### src/rtl/alu_dec_pkg.sv
// Shared decode types and the combinational RV32I-subset decoder for alu_decoder.
package alu_dec_pkg;

    localparam logic [6:0] OP_R      = 7'b0110011;
    localparam logic [6:0] OP_I      = 7'b0010011;
    localparam logic [6:0] OP_LOAD   = 7'b0000011;
    localparam logic [6:0] OP_STORE  = 7'b0100011;
    localparam logic [6:0] OP_BRANCH = 7'b1100011;

    localparam logic [2:0] ALU_ADD = 3'b000;
    localparam logic [2:0] ALU_SUB = 3'b001;
    localparam logic [2:0] ALU_AND = 3'b010;
    localparam logic [2:0] ALU_OR  = 3'b011;
    localparam logic [2:0] ALU_XOR = 3'b100;
    localparam logic [2:0] ALU_SLT = 3'b101;

    typedef struct packed {
        logic [2:0]  alu_ctrl;
        logic        alu_src_imm;
        logic [31:0] imm;
        logic [4:0]  rs1;
        logic [4:0]  rs2;
        logic [4:0]  rd;
        logic        reg_write;
        logic        mem_read;
        logic        mem_write;
        logic        branch;
        logic        branch_ne;
        logic        illegal;
    } dec_bundle_t;

    typedef enum logic [1:0] {
        BUF_EMPTY = 2'b00,
        BUF_ONE   = 2'b01,
        BUF_FULL  = 2'b10
    } buf_state_t;

    function automatic dec_bundle_t decode_insn(input logic [31:0] insn);
        dec_bundle_t b;
        logic        legal;
        logic [2:0]  f3;
        logic [6:0]  f7;
        b     = '0;
        legal = 1'b1;
        f3    = insn[14:12];
        f7    = insn[31:25];
        b.rs1 = insn[19:15];
        case (insn[6:0])
            OP_R: begin
                b.rs2       = insn[24:20];
                b.rd        = insn[11:7];
                b.reg_write = 1'b1;
                legal       = (f7 == 7'h00) || (f7 == 7'h20);
                case (f3)
                    3'b000:         b.alu_ctrl = f7[5] ? ALU_SUB : ALU_ADD;
                    3'b111:         b.alu_ctrl = ALU_AND;
                    3'b110:         b.alu_ctrl = ALU_OR;
                    3'b100:         b.alu_ctrl = ALU_XOR;
                    3'b010, 3'b011: b.alu_ctrl = ALU_SLT;
                    default:        legal      = 1'b0;
                endcase
            end
            OP_I: begin
                b.rd          = insn[11:7];
                b.imm         = {{20{insn[31]}}, insn[31:20]};
                b.alu_src_imm = 1'b1;
                b.reg_write   = 1'b1;
                case (f3)
                    3'b000:         b.alu_ctrl = ALU_ADD;
                    3'b111:         b.alu_ctrl = ALU_AND;
                    3'b110:         b.alu_ctrl = ALU_OR;
                    3'b100:         b.alu_ctrl = ALU_XOR;
                    3'b010, 3'b011: b.alu_ctrl = ALU_SLT;
                    default:        legal      = 1'b0;
                endcase
            end
            OP_LOAD: begin
                b.rd          = insn[11:7];
                b.imm         = {{20{insn[31]}}, insn[31:20]};
                b.alu_src_imm = 1'b1;
                b.mem_read    = 1'b1;
                b.reg_write   = 1'b1;
            end
            OP_STORE: begin
                b.rs2         = insn[24:20];
                b.imm         = {{20{insn[31]}}, insn[31:25], insn[11:7]};
                b.alu_src_imm = 1'b1;
                b.mem_write   = 1'b1;
            end
            OP_BRANCH: begin
                b.rs2       = insn[24:20];
                b.imm       = {{20{insn[31]}}, insn[7], insn[30:25], insn[11:8], 1'b0};
                b.alu_ctrl  = ALU_SUB;
                b.branch    = 1'b1;
                b.branch_ne = f3[0];
                legal       = (f3[2:1] == 2'b00);
            end
            default: legal = 1'b0;
        endcase
        // Illegal words collapse to a NOP so execute never sees stray side effects.
        if (!legal) begin
            b         = '0;
            b.illegal = 1'b1;
        end else begin
            b.illegal = 1'b0;
        end
        return b;
    endfunction

endpackage

### src/rtl/alu_dec_skid.sv
// Generic 2-entry skid buffer: registered in_ready, 1-cycle latency, bundle held under stall.
import alu_dec_pkg::*;

module alu_dec_skid #(
    parameter int W = 8
) (
    input  logic         clk,
    input  logic         rst_n,
    input  logic         in_valid,
    output logic         in_ready,
    input  logic [W-1:0] in_data,
    output logic         out_valid,
    input  logic         out_ready,
    output logic [W-1:0] out_data
);

    buf_state_t   state_r;
    buf_state_t   state_nxt_s;
    logic [W-1:0] out_data_r;
    logic [W-1:0] skid_data_r;
    logic         in_ready_r;
    logic         out_valid_r;
    logic         accept_s;
    logic         present_s;
    logic         load_out_s;
    logic         load_skid_s;
    logic         out_from_skid_s;

    assign accept_s  = in_valid && in_ready_r;
    assign present_s = out_valid_r && out_ready;

    // State register
    always_ff @(posedge clk or negedge rst_n) begin
        if (!rst_n) begin
            state_r <= BUF_EMPTY;
        end else begin
            state_r <= state_nxt_s;
        end
    end

    // Next-state logic
    always_comb begin
        state_nxt_s = state_r;
        case (state_r)
            BUF_EMPTY: begin
                if (accept_s) state_nxt_s = BUF_ONE;
                else          state_nxt_s = BUF_EMPTY;
            end
            BUF_ONE: begin
                if (accept_s && !present_s)      state_nxt_s = BUF_FULL;
                else if (!accept_s && present_s) state_nxt_s = BUF_EMPTY;
                else                             state_nxt_s = BUF_ONE;
            end
            BUF_FULL: begin
                if (present_s) state_nxt_s = BUF_ONE;
                else           state_nxt_s = BUF_FULL;
            end
            default: state_nxt_s = BUF_EMPTY;
        endcase
    end

    // Data-path load selects
    always_comb begin
        load_out_s      = 1'b0;
        load_skid_s     = 1'b0;
        out_from_skid_s = 1'b0;
        case (state_r)
            BUF_EMPTY: load_out_s = accept_s;
            BUF_ONE: begin
                if (accept_s && present_s) load_out_s  = 1'b1;
                else if (accept_s)         load_skid_s = 1'b1;
                else                       load_out_s  = 1'b0;
            end
            BUF_FULL: begin
                if (present_s) begin
                    load_out_s      = 1'b1;
                    out_from_skid_s = 1'b1;
                end else begin
                    load_out_s      = 1'b0;
                end
            end
            default: load_out_s = 1'b0;
        endcase
    end

    // Output and skid data registers
    always_ff @(posedge clk or negedge rst_n) begin
        if (!rst_n) begin
            out_data_r  <= '0;
            skid_data_r <= '0;
        end else begin
            if (load_out_s) out_data_r <= out_from_skid_s ? skid_data_r : in_data;
            if (load_skid_s) skid_data_r <= in_data;
        end
    end

    // Handshake flags registered from the next state
    always_ff @(posedge clk or negedge rst_n) begin
        if (!rst_n) begin
            in_ready_r  <= 1'b0;
            out_valid_r <= 1'b0;
        end else begin
            in_ready_r  <= (state_nxt_s != BUF_FULL);
            out_valid_r <= (state_nxt_s != BUF_EMPTY);
        end
    end

    assign in_ready  = in_ready_r;
    assign out_valid = out_valid_r;
    assign out_data  = out_data_r;

endmodule

### src/rtl/alu_decoder.sv
// RV32I decode stage for the ALU. Define ALU_DEC_ILLEGAL_EN to expose the illegal and
// illegal_seen outputs; otherwise illegal words silently decode to a NOP.
import alu_dec_pkg::*;

module alu_decoder #(
    parameter int          XLEN     = 32,
    parameter logic [31:0] RESET_PC = 32'h0000_0000
) (
    input  logic            clk,
    input  logic            rst_n,
    input  logic            in_valid,
    output logic            in_ready,
    input  logic [31:0]     in_insn,
    output logic            out_valid,
    input  logic            out_ready,
    output logic [2:0]      alu_ctrl,
    output logic            alu_src_imm,
    output logic [XLEN-1:0] imm,
    output logic [4:0]      rs1,
    output logic [4:0]      rs2,
    output logic [4:0]      rd,
    output logic            reg_write,
    output logic            mem_read,
    output logic            mem_write,
    output logic            branch,
    output logic            branch_ne
`ifdef ALU_DEC_ILLEGAL_EN
    ,
    output logic            illegal,
    output logic            illegal_seen
`endif
);

    localparam int BW = $bits(dec_bundle_t);

    dec_bundle_t dec_s;
    dec_bundle_t out_s;
    logic        out_valid_s;

    assign dec_s = decode_insn(in_insn);

    alu_dec_skid #(.W(BW)) u_skid (
        .clk       (clk),
        .rst_n     (rst_n),
        .in_valid  (in_valid),
        .in_ready  (in_ready),
        .in_data   (dec_s),
        .out_valid (out_valid_s),
        .out_ready (out_ready),
        .out_data  (out_s)
    );

    assign out_valid   = out_valid_s;
    assign alu_ctrl    = out_s.alu_ctrl;
    assign alu_src_imm = out_s.alu_src_imm;
    assign imm         = out_s.imm;
    assign rs1         = out_s.rs1;
    assign rs2         = out_s.rs2;
    assign rd          = out_s.rd;
    assign reg_write   = out_s.reg_write;
    assign mem_read    = out_s.mem_read;
    assign mem_write   = out_s.mem_write;
    assign branch      = out_s.branch;
    assign branch_ne   = out_s.branch_ne;

`ifdef ALU_DEC_ILLEGAL_EN
    logic illegal_seen_r;

    // Sticky flag: set once an illegal bundle has been handed to execute
    always_ff @(posedge clk or negedge rst_n) begin
        if (!rst_n) begin
            illegal_seen_r <= 1'b0;
        end else if (out_valid_s && out_ready && out_s.illegal) begin
            illegal_seen_r <= 1'b1;
        end else begin
            illegal_seen_r <= illegal_seen_r;
        end
    end

    assign illegal      = out_s.illegal;
    assign illegal_seen = illegal_seen_r;
`endif

endmodule

### config.mk
export PLATFORM = sky130hd
export DESIGN_NAME = alu_decoder
export DESIGN_NICKNAME = d
export VERILOG_FILES = /design/src/rtl/alu_dec_pkg.sv /design/src/rtl/alu_dec_skid.sv /design/src/rtl/alu_decoder.sv
export SDC_FILE = /design/constraint.sdc
export NUM_CORES = 1
export LEC_CHECK = 0
export CORE_ASPECT_RATIO = 0.9
export CORE_MARGIN = 1.5
export CORE_UTILIZATION = 40
export CTS_BUF_LIST = sky130_fd_sc_hd__clkbuf_4 sky130_fd_sc_hd__clkbuf_8 sky130_fd_sc_hd__clkbuf_16
export CTS_CLUSTER_SIZE = 10
export DETAILED_ROUTE_END_ITERATION = 12
export GPL_TIMING_DRIVEN = 0
export PLACE_DENSITY = 0.77
export SLEW_MARGIN = 40
export SYNTH_ARGS = -nofsm -noshare
export SYNTH_HDL_FRONTEND = slang
export SYNTH_SLANG_ARGS = --single-unit
### constraint.sdc
create_clock -name clk -period 1.55 [get_ports clk]
set_clock_uncertainty 0.05 [all_clocks]
set_input_delay 0.31 -clock clk [delete_from_list [all_inputs] [get_ports clk]]
set_output_delay 0.31 -clock clk [all_outputs]
set_load 0.05 [all_outputs]
* Word level (Yosys, flattened, before mapping)
Cells that the tools add are included.
** Storage, ports and cells
- Logic and storage cells :: 68
- Bits in registers :: 118
** Operators by class
- Reduce and logical (&&, ||, !) cells :: 20
- Equality and inequality tests :: 14
- Multiplexer cells :: 29
** Operator list (count)
- $pmux 32 s3 :: 1
- $mux 57 :: 1
- $mux 56 :: 1
- $eq 7x6->1 const B :: 3
- $mux 1 :: 15
- $pmux 3 s5 :: 1
- $pmux 3 s4 :: 1
- $eq 3x3->1 const B :: 3
- $pmux 3 s3 :: 1
- $reduce_or 3->1 :: 3
- $eq 7x2->1 const B :: 1
- $eq 7x5->1 const B :: 1
- $eq 7x7->1 const B :: 1
- $logic_not 7->1 :: 1
- $eq 3x2->1 const B :: 2
- $mux 2 :: 3
- $mux 6 :: 1
- $pmux 2 s3 :: 1
- $reduce_or 2->1 :: 3
- $reduce_or 6->1 :: 1
- $logic_and 1x1->1 :: 5
- $mux 5 :: 1
- $logic_not 2->1 :: 2
- $pmux 1 s4 :: 1
- 8 further kinds :: 9

* Logic depth before layout (Yosys ltp)
Gate-level depths: netlist (run 1).
- Depth after elaboration :: 7
- Mapped depth :: 8
- Gate-level depth less buffers :: 7

* By module
A second synthesis (run 1) with hierarchy kept.
** Unflattened totals
- Cells, all modules :: 545
- Area, all modules :: 5780.5 µm²
** By module, submodules not included
- alu_dec_skid :: area an instance 5256.3 µm², sequential area each 2952.8 µm², instances 1, cells an instance 460
- alu_decoder :: area an instance 524.3 µm², sequential area each 0.0 µm², instances 1, cells an instance 85

* Worst setup path after synthesis (run 1)
No wires, ideal clock.
- Kind :: reg-to-reg
- Start point :: reg u_skid.out_valid_r, in the netlist u_skid.out_valid
- End point :: reg u_skid.skid_data_r[1]
- Setup slack :: -0.448 ns
- Arrival :: 1.812 ns
- Stages on the path, launching flop included :: 7
- Setup time :: 0.136 ns
- Clock period less this slack :: 1.998 ns
- Cell sequence :: dfrtp_1 -> nand2_1 -> ha_1 -> nand2_1 -> clkbuf_1 -> clkbuf_1 -> o21ai_0
** Between the ends
- Word-level cells in the longest chain between the ends :: 4
** Ends and longest elaborated chain
- start, declared :: RTL line alu_dec_skid.sv:22 : logic out_valid_r;
- start signal, assigned :: RTL line alu_dec_skid.sv:104 : out_valid_r <= (state_nxt_s != BUF_EMPTY);
- $logic_and 1x1->1 :: RTL line alu_dec_skid.sv:30 : assign present_s = out_valid_r && out_ready;
- $logic_and 1x1->1 :: RTL line alu_dec_skid.sv:70 : if (accept_s && present_s) load_out_s = 1'b1;
- $mux 1 :: RTL line alu_dec_skid.sv:70
- $mux 1 :: RTL line alu_dec_skid.sv:67 : case (state_r)
- end signal, assigned :: RTL line alu_dec_skid.sv:93 : if (load_skid_s) skid_data_r <= in_data;
- end, declared :: RTL line alu_dec_skid.sv:20 : logic [W-1:0] skid_data_r;
No other way between the ends.
A chain may end at the register's enable or synchronous reset.

* Final worst setup path (run 1)
- Start point :: reg u_skid.out_valid_r, in the netlist u_skid.out_valid
- End point :: reg u_skid.out_data_r[14], in the netlist u_skid.out_data[14]
** Between the ends
- Word-level cells in the longest chain between the ends :: 4
** Ends and longest elaborated chain
- $logic_and 1x1->1 * :: RTL line alu_dec_skid.sv:30
- $logic_and 1x1->1 / $mux 1 (equally long branches) :: RTL line alu_dec_skid.sv:70, alu_dec_skid.sv:75
- $mux 1 (on tied branches) :: RTL line alu_dec_skid.sv:70, alu_dec_skid.sv:67
- $pmux 1 s3 / $mux 57 (equally long branches) :: RTL line alu_dec_skid.sv:67, alu_dec_skid.sv:92
- end signal, assigned :: RTL line alu_dec_skid.sv:92 : if (load_out_s) out_data_r <= out_from_skid_s ? skid_data_r : in_data;
- end, declared :: RTL line alu_dec_skid.sv:19 : logic [W-1:0] out_data_r;
Every way passes the cells marked *; elsewhere a longest branch is shown, timed or not.

==> results of run 1 <==
[cells by family after synthesis]
kind of cell	count (synthesis)	synth area share
mux	4	0.0108
flops	78	0.495
fa+ha+maj	2	0.00635
compound gates	121	0.235
simple gates	141	0.183
buf+inv	51	0.0695
[what timing repair did]
action	4_1_cts	5_1_grt
setup endpoints to repair	136	98
cloned	5	8
hold buffers	1	0
endpoints found under the hold margin	32	0
buffers inserted	43	14
resized for setup	374	152
pin swaps	31	56
[power by group]
part           leakage (nW)  switching [mW]  internal [mW]
sequential             1.04           0.333           2.40
combinational          1.96            4.54           3.68
clock                 0.103           0.859          0.800
total                  3.10            5.73           6.88
[critical path: stages, from the launching register on]
cell and delay (ns):
dfrtp_2 0.44, nand2_4 0.10, inv_4 0.08, ha_4 0.18, nand2_4 0.08, a21oi_4 0.26, buf_8 0.19, nand2_1 0.10
o21ai_1 0.19
[how the worst max path moves through the flow]
stage	startpoint	to	depth (start not counted)
global placement	rst_n	u_skid.out_data[52]	1
finish	u_skid.out_valid	u_skid.out_data[14]	8
CTS	u_skid.state_r[1]	u_skid.out_data[4]	6
global route	u_skid.out_valid	u_skid.out_data[14]	8
floorplan	u_skid.in_ready	u_skid.skid_data_r[32]	6
detailed placement	in_insn[12]	u_skid.out_data[17]	6
[per-layer routing]
layer  up-vias  wire [um]
li1       1835          -
met1      2311       6490
met2       404       8650
met3       101       1850
met4         0        969
met5         -          0
[cell usage after synthesis, types with 4 or more instances]
master / number / area share
nor3_1: 19 / 0.024
a32o_1: 6 / 0.015
o21ai_1: 15 / 0.019
buf_4: 19 / 0.036
inv_1: 5 / 0.0048
o31ai_1: 4 / 0.0076
and2_1: 4 / 0.0063
a32oi_1: 16 / 0.036
a31oi_1: 14 / 0.022
o21ai_0: 12 / 0.015
o211ai_1: 8 / 0.015
a22o_1: 13 / 0.029
dfrtp_1: 78 / 0.50
buf_2: 8 / 0.010
a211oi_1: 5 / 0.0095
a22oi_1: 4 / 0.0076
buf_1: 4 / 0.0038
nor2_1: 11 / 0.010
nand2_1: 60 / 0.057
clkbuf_1: 14 / 0.013
nand3_1: 18 / 0.023
nand3b_1: 5 / 0.0095
[cell type report]
cell class / count / area share
buffer: 44 / 0.0771
clock buffer: 10 / 0.0191
clock inverter: 6 / 0.00955
inverter: 5 / 0.00295
timing repair buffer: 161 / 0.262
sequential: 78 / 0.272
multi-input combinational: 270 / 0.336
tap: 126 / 0.0219
[cell usage in the layout (no fill, tap or decap), drive strengths merged, types with 16 or more instances in the layout]
master         Yosys  layout
a32oi             16      16
buf               31     130
clkbuf            15      21
clkdlybuf4s15      0      35
clkdlybuf4s50      0      16
dfrtp             78      78
nand2             60      60
nand3             18      18
nor3              22      22
o21ai             27      27
[metrics by stage]
stage                     hold slack (ns)  setup TNS, ns  worst slack (ns)  cell area, um2  instances
final                               0.147          -8.09            -0.202            7210        700
after global routing                0.147         -11.03            -0.207            7210        700
after CTS                           0.145         -0.951           -0.0888            6390        678
after detailed placement            0.167         -59.48            -0.915            5260        615
after global placement              0.410        -255.64             -2.82            5230        614
after floorplan                   -0.0356          -2.34           -0.0906            4160        397
[registers in the layout, summed over array words and instances, names as in the netlist]
register            cells
u_skid.skid_data_r     37
u_skid.state_r          2
u_skid.in_ready         1
u_skid.out_valid        1
u_skid.out_data        37
==> results.tsv, run 1 <==
metric	value	unit
synth_area	0.00394	mm2
hold-path-endpoint	u_skid.skid_data_r[28]	
violations	negative setup slack	
ys_ff_latch	78	
finalSetupViolations	93	
postSynthCellCount	397	
syn-num-nets	435	
tightest_slew	0.511	ns
min_path_cells	2	
ys_warn_count	0	
ys_seq_area_frac	0.495	
syn2layout_area_growth	82.8	%
start_util	0.410	
final-seq-area	0.00196	mm2
leakage	3.10	nW
use_met2	0.455	
num_rows	34	
nets	607	
multi_input_comb_area	0.00242	mm2
cts_inserted_buffers	9	
cts.clk_slew.worst_paths	0.09	ns
cellPowerDensity	1750	mW/mm2
r2r_cells	8	
wl	18.0	mm
met3_usage	0.0718	
r2r-start	u_skid.out_valid	
relSlewSlack	0.658	
cts_buffer_depth	2	
cts_sinks	78	
track_usage	0.281	
synth_edf_count	0	
outcome	finished, violations left	
maxSlewViolCount	0	
post-route-period-util	1.13	
fmax	571	MHz
ir_drop	0.910	mV
cp-end-kind	flip-flop	
antenna_found_initial	0	
met1_usage	0.361	
finalCriticalPeriod	1.75	ns
gp_congestion	0.904	
clk_root_buffer_cell	clkbuf_8	
grt_max_degree	47	
crit_fanout	10	
hold_viol	0	
async_reset_ff_frac	1.00	
grt_first_pass_wirelength	22.5	mm
cp.arrival	1.98	ns
criticalPathCategory	flip-flop to flip-flop	
hp-start	in_insn[27]	
htreeDepth	3	
drive_above_1_share	0.538	
vias_per_cell	6.64	
syn_area_per_cell	9.93	um2
post-route-util	0.750	
insertedDiodeCount	0	
dpl.hpwl	8.62	mm
ys.flop_type	dfrtp_1	
rrSetupSlack	-0.20	ns
crit_required	1.78	ns
core_area	0.00961	mm2
die_h	97.2	um
drtAntennaViolNets	0	
dr_total_vias	4651	
grt_pass1_vias	4192	
clk_latency	0.37	ns
busiest_layer	met2	
start_kind	flip-flop	
grt_setup_unrepaired	yes	
first_iter_violations	466	
cts_tree	built	
dieArea	0.0105	mm2
globalRouteOverflowTotal	0	
rr_endpoint	u_skid.out_data[14]	
drc	0	
cap_violations	0	
wl_per_cell	25.7	um
drt-pass1-iter-count	5	
setup_ws	-0.202	ns
total_power	12.6	mW
port_buffers	91	
ioPinCount	94	
min_path_type	input pin to flip-flop	
synth.distinct_cells	59	
fillers	565	
die_x	108	um
Power figures use the tool's default switching activity.
==> run 2: changes to the inputs <==
--- a/config.mk
+++ b/config.mk
@@ -11,6 +11,7 @@
 export CTS_BUF_LIST = sky130_fd_sc_hd__clkbuf_4 sky130_fd_sc_hd__clkbuf_8 sky130_fd_sc_hd__clkbuf_16
 export CTS_CLUSTER_SIZE = 10
 export DETAILED_ROUTE_END_ITERATION = 12
+export GPL_ROUTABILITY_DRIVEN = 1
 export GPL_TIMING_DRIVEN = 0
 export PLACE_DENSITY = 0.77
 export SLEW_MARGIN = 40
==> constraint.sdc (replaced) <==
create_clock -name clk -period 1.6 [get_ports clk]
set_clock_uncertainty 0.05 [all_clocks]
set_input_delay 0.32 -clock clk [delete_from_list [all_inputs] [get_ports clk]]
set_output_delay 0.32 -clock clk [all_outputs]
set_load 0.05 [all_outputs]
==> run 2 against run 1 <==
The run still ends with negative setup slack left. Core utilization decreased by 9.7 points. Critical path depth decreased by 2. Cell area decreased by 13%. Die area unchanged. Non-clock buffer count decreased by 25. Combinational power decreased by 20%. Count of clock-buffer cells in the layout decreased by 1. Hold slack improved by 0.041 ns. Clock power decreased by 13%. Total power decreased by 16%. First-iteration DRC count decreased by 9.7%. Critical endpoint is now u_skid.skid_data_r[11]. Largest cell class is now multi-input gates.
==> results.tsv, run 2 (synthesis gave the netlist of run 1 again) <==
metric	value	unit
drc	0	
track_usage	0.262	
start_kind	input pin	
crit_required	1.83	ns
p_clk_frac	0.135	
finalSetupViolations	24	
wl	14.2	mm
leakage	2.70	nW
finalNonFillerCells	675	
drtAntennaViolNets	0	
crit_chain	buf_2, or4_4, o31ai_4, buf_6, o311ai_4, o31ai_2	
dr_total_vias	4112	
ir_drop	0.987	mV
grt_max_degree	43	
port_buffers	91	
cts_buffer_depth	2	
post-route-util	0.653	
cp.arrival	1.88	ns
layout_common_cells	dfrtp_1 (73), nand2_1 (54), buf_4 (48), buf_6 (35), clkdlybuf4s15_2 (34)	
fmax	606	MHz
r2r_cells	5	
switching_share	0.468	
crit_fanout	5	
cp.depth	6	
cp_num_buf_inv	2	
cp_slowest_cell	or4_4	
hold_viol	0	
tightest_slew	0.521	ns
core_area	0.00961	mm2
cts_tree	built	
total_power	10.6	mW
fillers	741	
final_common_cell	dfrtp_1	
start_util	0.410	
cellPowerDensity	1690	mW/mm2
grt_setup_unrepaired	yes	
cts.clk_slew.worst_paths	0.08	ns
worst_path_largest_cell_delay	0.57	ns
combPwrFrac	0.620	
p_int	5.67	mW
cts_sinks	78	
wl_per_cell	21.0	um
num_rows	34	
die_h	97.2	um
criticalPathCategory	input pin to flip-flop	
switchingPower	4.97	mW
clk_latency	0.37	ns
post-route-period-util	1.03	
globalRouteOverflowTotal	0	
cts_inserted_buffers	9	
finalCriticalPeriod	1.65	ns
cap_violations	0	
drt-pass1-iter-count	5	
die_x	108	um
min_path_cells	2	
drive_above_1_share	0.448	
min_path_type	input pin to flip-flop	
antenna_found_initial	0	
clk_root_buffer_cell	clkbuf_8	
p_seq_frac	0.245	
outcome	finished, violations left	
cp-end-kind	flip-flop	
grt_pass1_vias	3993	
vias_per_cell	6.09	
dpl.hpwl	8.37	mm
gp_congestion	0.884	
relSlewSlack	0.651	
setup_ws	-0.0493	ns
insertedDiodeCount	0	
first_iter_violations	421	
nets	582	
syn2layout_area_growth	59.3	%
ioPinCount	94	
critPathTopFamily	compound AO/OA/AOI/OAI gates	
maxSlewViolCount	0	
dp_cells	615	
violations	negative setup slack	
htreeDepth	3	
dieArea	0.0105	mm2
grt_first_pass_wirelength	21.0	mm
## run 2: cell count changes in the layout (fill, tap and decap cells not counted), sizes merged
cell           previous run  this run
buf                     130       105
bufinv                    1         0
clkbuf                   21        23
clkdlybuf4s15            35        34
clkdlybuf4s18             3         0
clkinv                    2         1
clkinvlp                  1         2
dlygate4sd2               5         8
dlymetal6s2s              4         2
inv                       7         9
## run 2: path summary, 6_finish.rpt
| path | start | to | slack, ns |
|---|---|---|---|
| max in group asynchronous | rst_n | u_skid.skid_data_r[3] | 0.60 |
| hold reg to reg | u_skid.skid_data_r[5] | u_skid.skid_data_r[5] | 0.45 |
| setup reg to reg | u_skid.state_r[1] | u_skid.out_data[54] | -0.03 |
| min in group asynchronous | rst_n | u_skid.out_data[13] | 0.36 |
| setup / recovery | in_insn[31] | u_skid.skid_data_r[11] | -0.05 |
| hold / removal | in_insn[26] | u_skid.skid_data_r[27] | 0.19 |
## run 2: cell type report
cell class | count | area, um2 | area share
multi-input cells | 270 | 2150 | 0.342
flip-flops and latches | 78 | 1960 | 0.312
clock inverters | 7 | 61.3 | 0.00976
inverters | 5 | 21.3 | 0.00339
clock buffers | 9 | 124 | 0.0197
well taps | 126 | 158 | 0.0251
plain buffers | 44 | 427 | 0.0679
repair buffers | 136 | 1380 | 0.220
## run 2: routing by layer
| layer | GRT usage | vias up | share of wire |
|---|---|---|---|
| met5 | 0 | - | 0 |
| met3 | 0.0557 | 56 | 0.092 |
| met4 | 0.0992 | 0 | 0.033 |
| li1 | - | 1776 | - |
| met2 | 0.398 | 245 | 0.47 |
| met1 | 0.368 | 2035 | 0.40 |
## run 2: metrics by stage
stage,setup TNS [ns],hold WS (ns),setup WS (ns),cell area [um2]
final,-0.320,0.188,-0.0493,6280
after global routing,-2.89,0.179,-0.119,6280
after CTS,-0.00334,0.189,-0.00334,5880
after detailed placement,-59.51,0.207,-0.799,5190
after global placement,-252.34,0.409,-2.79,5170
after floorplan,-0.692,-0.0256,-0.0406,4110
## run 2: timing repair
| action | CTS | global route |
|---|---|---|
| pin swaps | 20 | 28 |
| endpoints found under the hold margin | 41 | 0 |
| hold buffers | 1 | 0 |
| cloned | 4 | 5 |
| endpoints found under the setup margin | 136 | 91 |
| buffers inserted | 21 | 15 |
| resized for setup | 343 | 84 |
## run 2: power by group through the flow
stage,Clock [mW],Sequential (mW),Combinational (mW)
after floorplan,0,3.53,2.55
final,1.44,2.61,6.60
after detailed placement,0,2.68,5.04
after CTS,1.44,2.58,5.66
after global placement,0,2.67,4.96
after global routing,1.53,2.65,6.91
==> run 3: changes to the inputs <==
--- a/config.mk
+++ b/config.mk
@@ -5,6 +5,7 @@
 export SDC_FILE = /design/constraint.sdc
 export NUM_CORES = 1
 export LEC_CHECK = 0
+export ABC_AREA = 1
 export CORE_ASPECT_RATIO = 0.9
 export CORE_MARGIN = 1.5
 export CORE_UTILIZATION = 40
==> run 3 against run 2 <==
Sequential cell count is the same. Maximum frequency grew 5.1%. The run now ends clean. Critical endpoint is now imm[30]. Die area rose by 3.0%. Sequential share of layout area increased by 1.7 points. Combinational power down 29%.
==> results.tsv, run 3 <==
metric	value	unit
async_reset_ff_frac	1.00	
dpl.hpwl	8.10	mm
wl_per_cell	14.9	um
htreeDepth	3	
min_path_type	input pin to flip-flop	
cts_sinks	78	
multi_input_comb_area	0.00183	mm2
die_x	109	um
drtAntennaViolNets	0	
critPathTopFamily	buffers and inverters	
outcome	complete, no violations	
insertedDiodeCount	0	
syn_area_per_cell	7.36	um2
drive_above_1_share	0.261	
hp-start	in_insn[27]	
fin_area	0.00595	mm2
drt-pass1-iter-count	5	
fillers	867	
syn2layout_area_growth	46.3	%
cp_num_buf_inv	3	
synth_edf_count	0	
num_rows	34	
clk_latency	0.33	ns
grt_setup_unrepaired	yes	
grt_max_degree	51	
synth_top_area_frac	0.480	
leakage	3.41	nW
total_power	9.33	mW
final_common_cell	nand2_1	
globalRouteOverflowTotal	0	
yosysTopAreaCell	dfrtp_1	
cts.clk_slew.worst_paths	0.06	ns
syn-num-nets	590	
start_util	0.415	
hold_viol	0	
maxSlewViolCount	0	
criticalPathCategory	flip-flop to output port	
tightest_slew	0.496	ns
postSynthCellCount	552	
relSlewSlack	0.671	
fmax	637	MHz
path_common_cell	buf_4	
wl	12.1	mm
finalSetupTns	0	ns
crit_required	1.23	ns
ys.flop_type	dfrtp_1	
core_area	0.00978	mm2
cap_violations	0	
first_iter_violations	346	
cp_slowest_cell	dfrtp_2	
ys_top_cells_by_count	nand2_1 (234), dfrtp_1 (78), inv_1 (50)	
cellPowerDensity	1570	mW/mm2
ys_warn_count	0	
cts_tree	built	
synth_area	0.00406	mm2
ys_seq_area_frac	0.480	
synth.most_common_cell	nand2_1	
crit_fanout	9	
post_dp_cell_area	0.00520	mm2
ioPinCount	94	
start_kind	flip-flop	
cts_buffer_depth	2	
dr_total_vias	4020	
synth_area_leaders	dfrtp_1 (48%), nand2_1 (22%), o21ai_0 (5.2%)	
rrSetupSlack	0.05	ns
place_ws	-0.568	ns
ys_ff_latch	78	
holdWs	0.248	ns
grt_pass1_vias	3993	
synth.distinct_cells	27	
finalCriticalPeriod	1.57	ns
nets	719	
dieArea	0.0108	mm2
layout_common_cells	nand2_1 (213), dfrtp_1 (75), inv_1 (45), buf_4 (39), o21ai_1 (37)	
cp.arrival	1.20	ns
final-seq-area	0.00196	mm2
clk_root_buffer_cell	clkbuf_16	
die_h	98.6	um
drc	0	
r2r-start	u_skid.out_valid	
setup_ws	0.0301	ns
cp-end-kind	output port	
grt_first_pass_wirelength	19.3	mm
critPathLaunch	u_skid.out_data[52]	
port_buffers	93	
vias_per_cell	4.95	
crit_chain	buf_6, buf_4, buf_4	
ir_drop	0.719	mV
worst_path_largest_cell_delay	0.43	ns
post-route-period-util	0.981	
cts_inserted_buffers	9	
finalSetupViolations	0	
track_usage	0.231	
gp_congestion	0.905	
antenna_found_initial	0	
run 3: cell types whose count changed in the layout (fill, tap and decap cells not counted), moves of 13 or more:
cell / change
a22o_1: -13
a32oi_1: -15
clkbuf_2: +17
clkdlybuf4s15_1: +21
clkdlybuf4s15_2: -34
inv_1: +42
nand2_1: +159
nand2_2: +19
o21ai_0: +23
o21ai_1: +18
run 3: cell families after synthesis:
| logic type | Yosys count | synth area share |
|---|---|---|
| buffers and inverters | 98 | 0.115 |
| AOI/OAI and AO/OA | 82 | 0.104 |
| DFF | 78 | 0.480 |
| adders and majority gates | 2 | 0.00616 |
| and+or+nand+nor | 292 | 0.294 |
run 3: cell type report:
| type | instances | share of cell area |
|---|---|---|
| multi-input combinational | 377 | 0.308 |
| timing repair buffer | 118 | 0.191 |
| clock buffer | 10 | 0.0391 |
| buffer | 43 | 0.0572 |
| inverter | 54 | 0.0349 |
| clock inverter | 6 | 0.0145 |
| sequential | 78 | 0.329 |
| tap | 126 | 0.0265 |
run 3: path summary, 6_finish.rpt:
check	end	cells after the start
max in group asynchronous	u_skid.in_ready	3
worst min register to register	u_skid.out_data[13]	2
worst min-delay path	u_skid.skid_data_r[28]	3
min in group asynchronous	u_skid.out_data[16]	2
worst max register to register	u_skid.out_data[6]	10
worst max-delay path	imm[30]	3
run 3: per-layer routing:
layer  wire [um]  global-route usage  up-vias
li1            -                   -     1956
met1        5260               0.312     1850
met2        5670               0.379      192
met3         953              0.0516       22
met4         205              0.0529        0
met5           0                   0        -
run 3: repair_timing:
action | in CTS | in global routing
gates resized for setup | 203 | 135
pin swaps | 10 | 15
buffers inserted | 13 | 3
hold buffers | 1 | 0
endpoints found under the hold margin | 28 | 0
endpoints found under the setup margin | 132 | 125
cloned | 4 | 4
run 3: report_power, final:
part	internal [mW]	switching [mW]
logic	1.67	3.00
registers	2.27	0.192
clock network	1.38	0.819
total	5.32	4.01
run 3: worst register-to-register path: cells and delay by family (launching register included):
kind,cells,cell delay (ns)
AND/OR/NAND/NOR,5,0.43
adder cells (fa/ha/maj),1,0.16
flip-flops,1,0.42
buffers and inverters,4,0.45
run 3: through the flow:
stage | cells | utilization
floorplan | 552 | -
global placement | 771 | 0.529
detailed placement | 772 | 0.532
CTS | 805 | 0.580
global route | 812 | 0.608
finish | 812 | 0.608
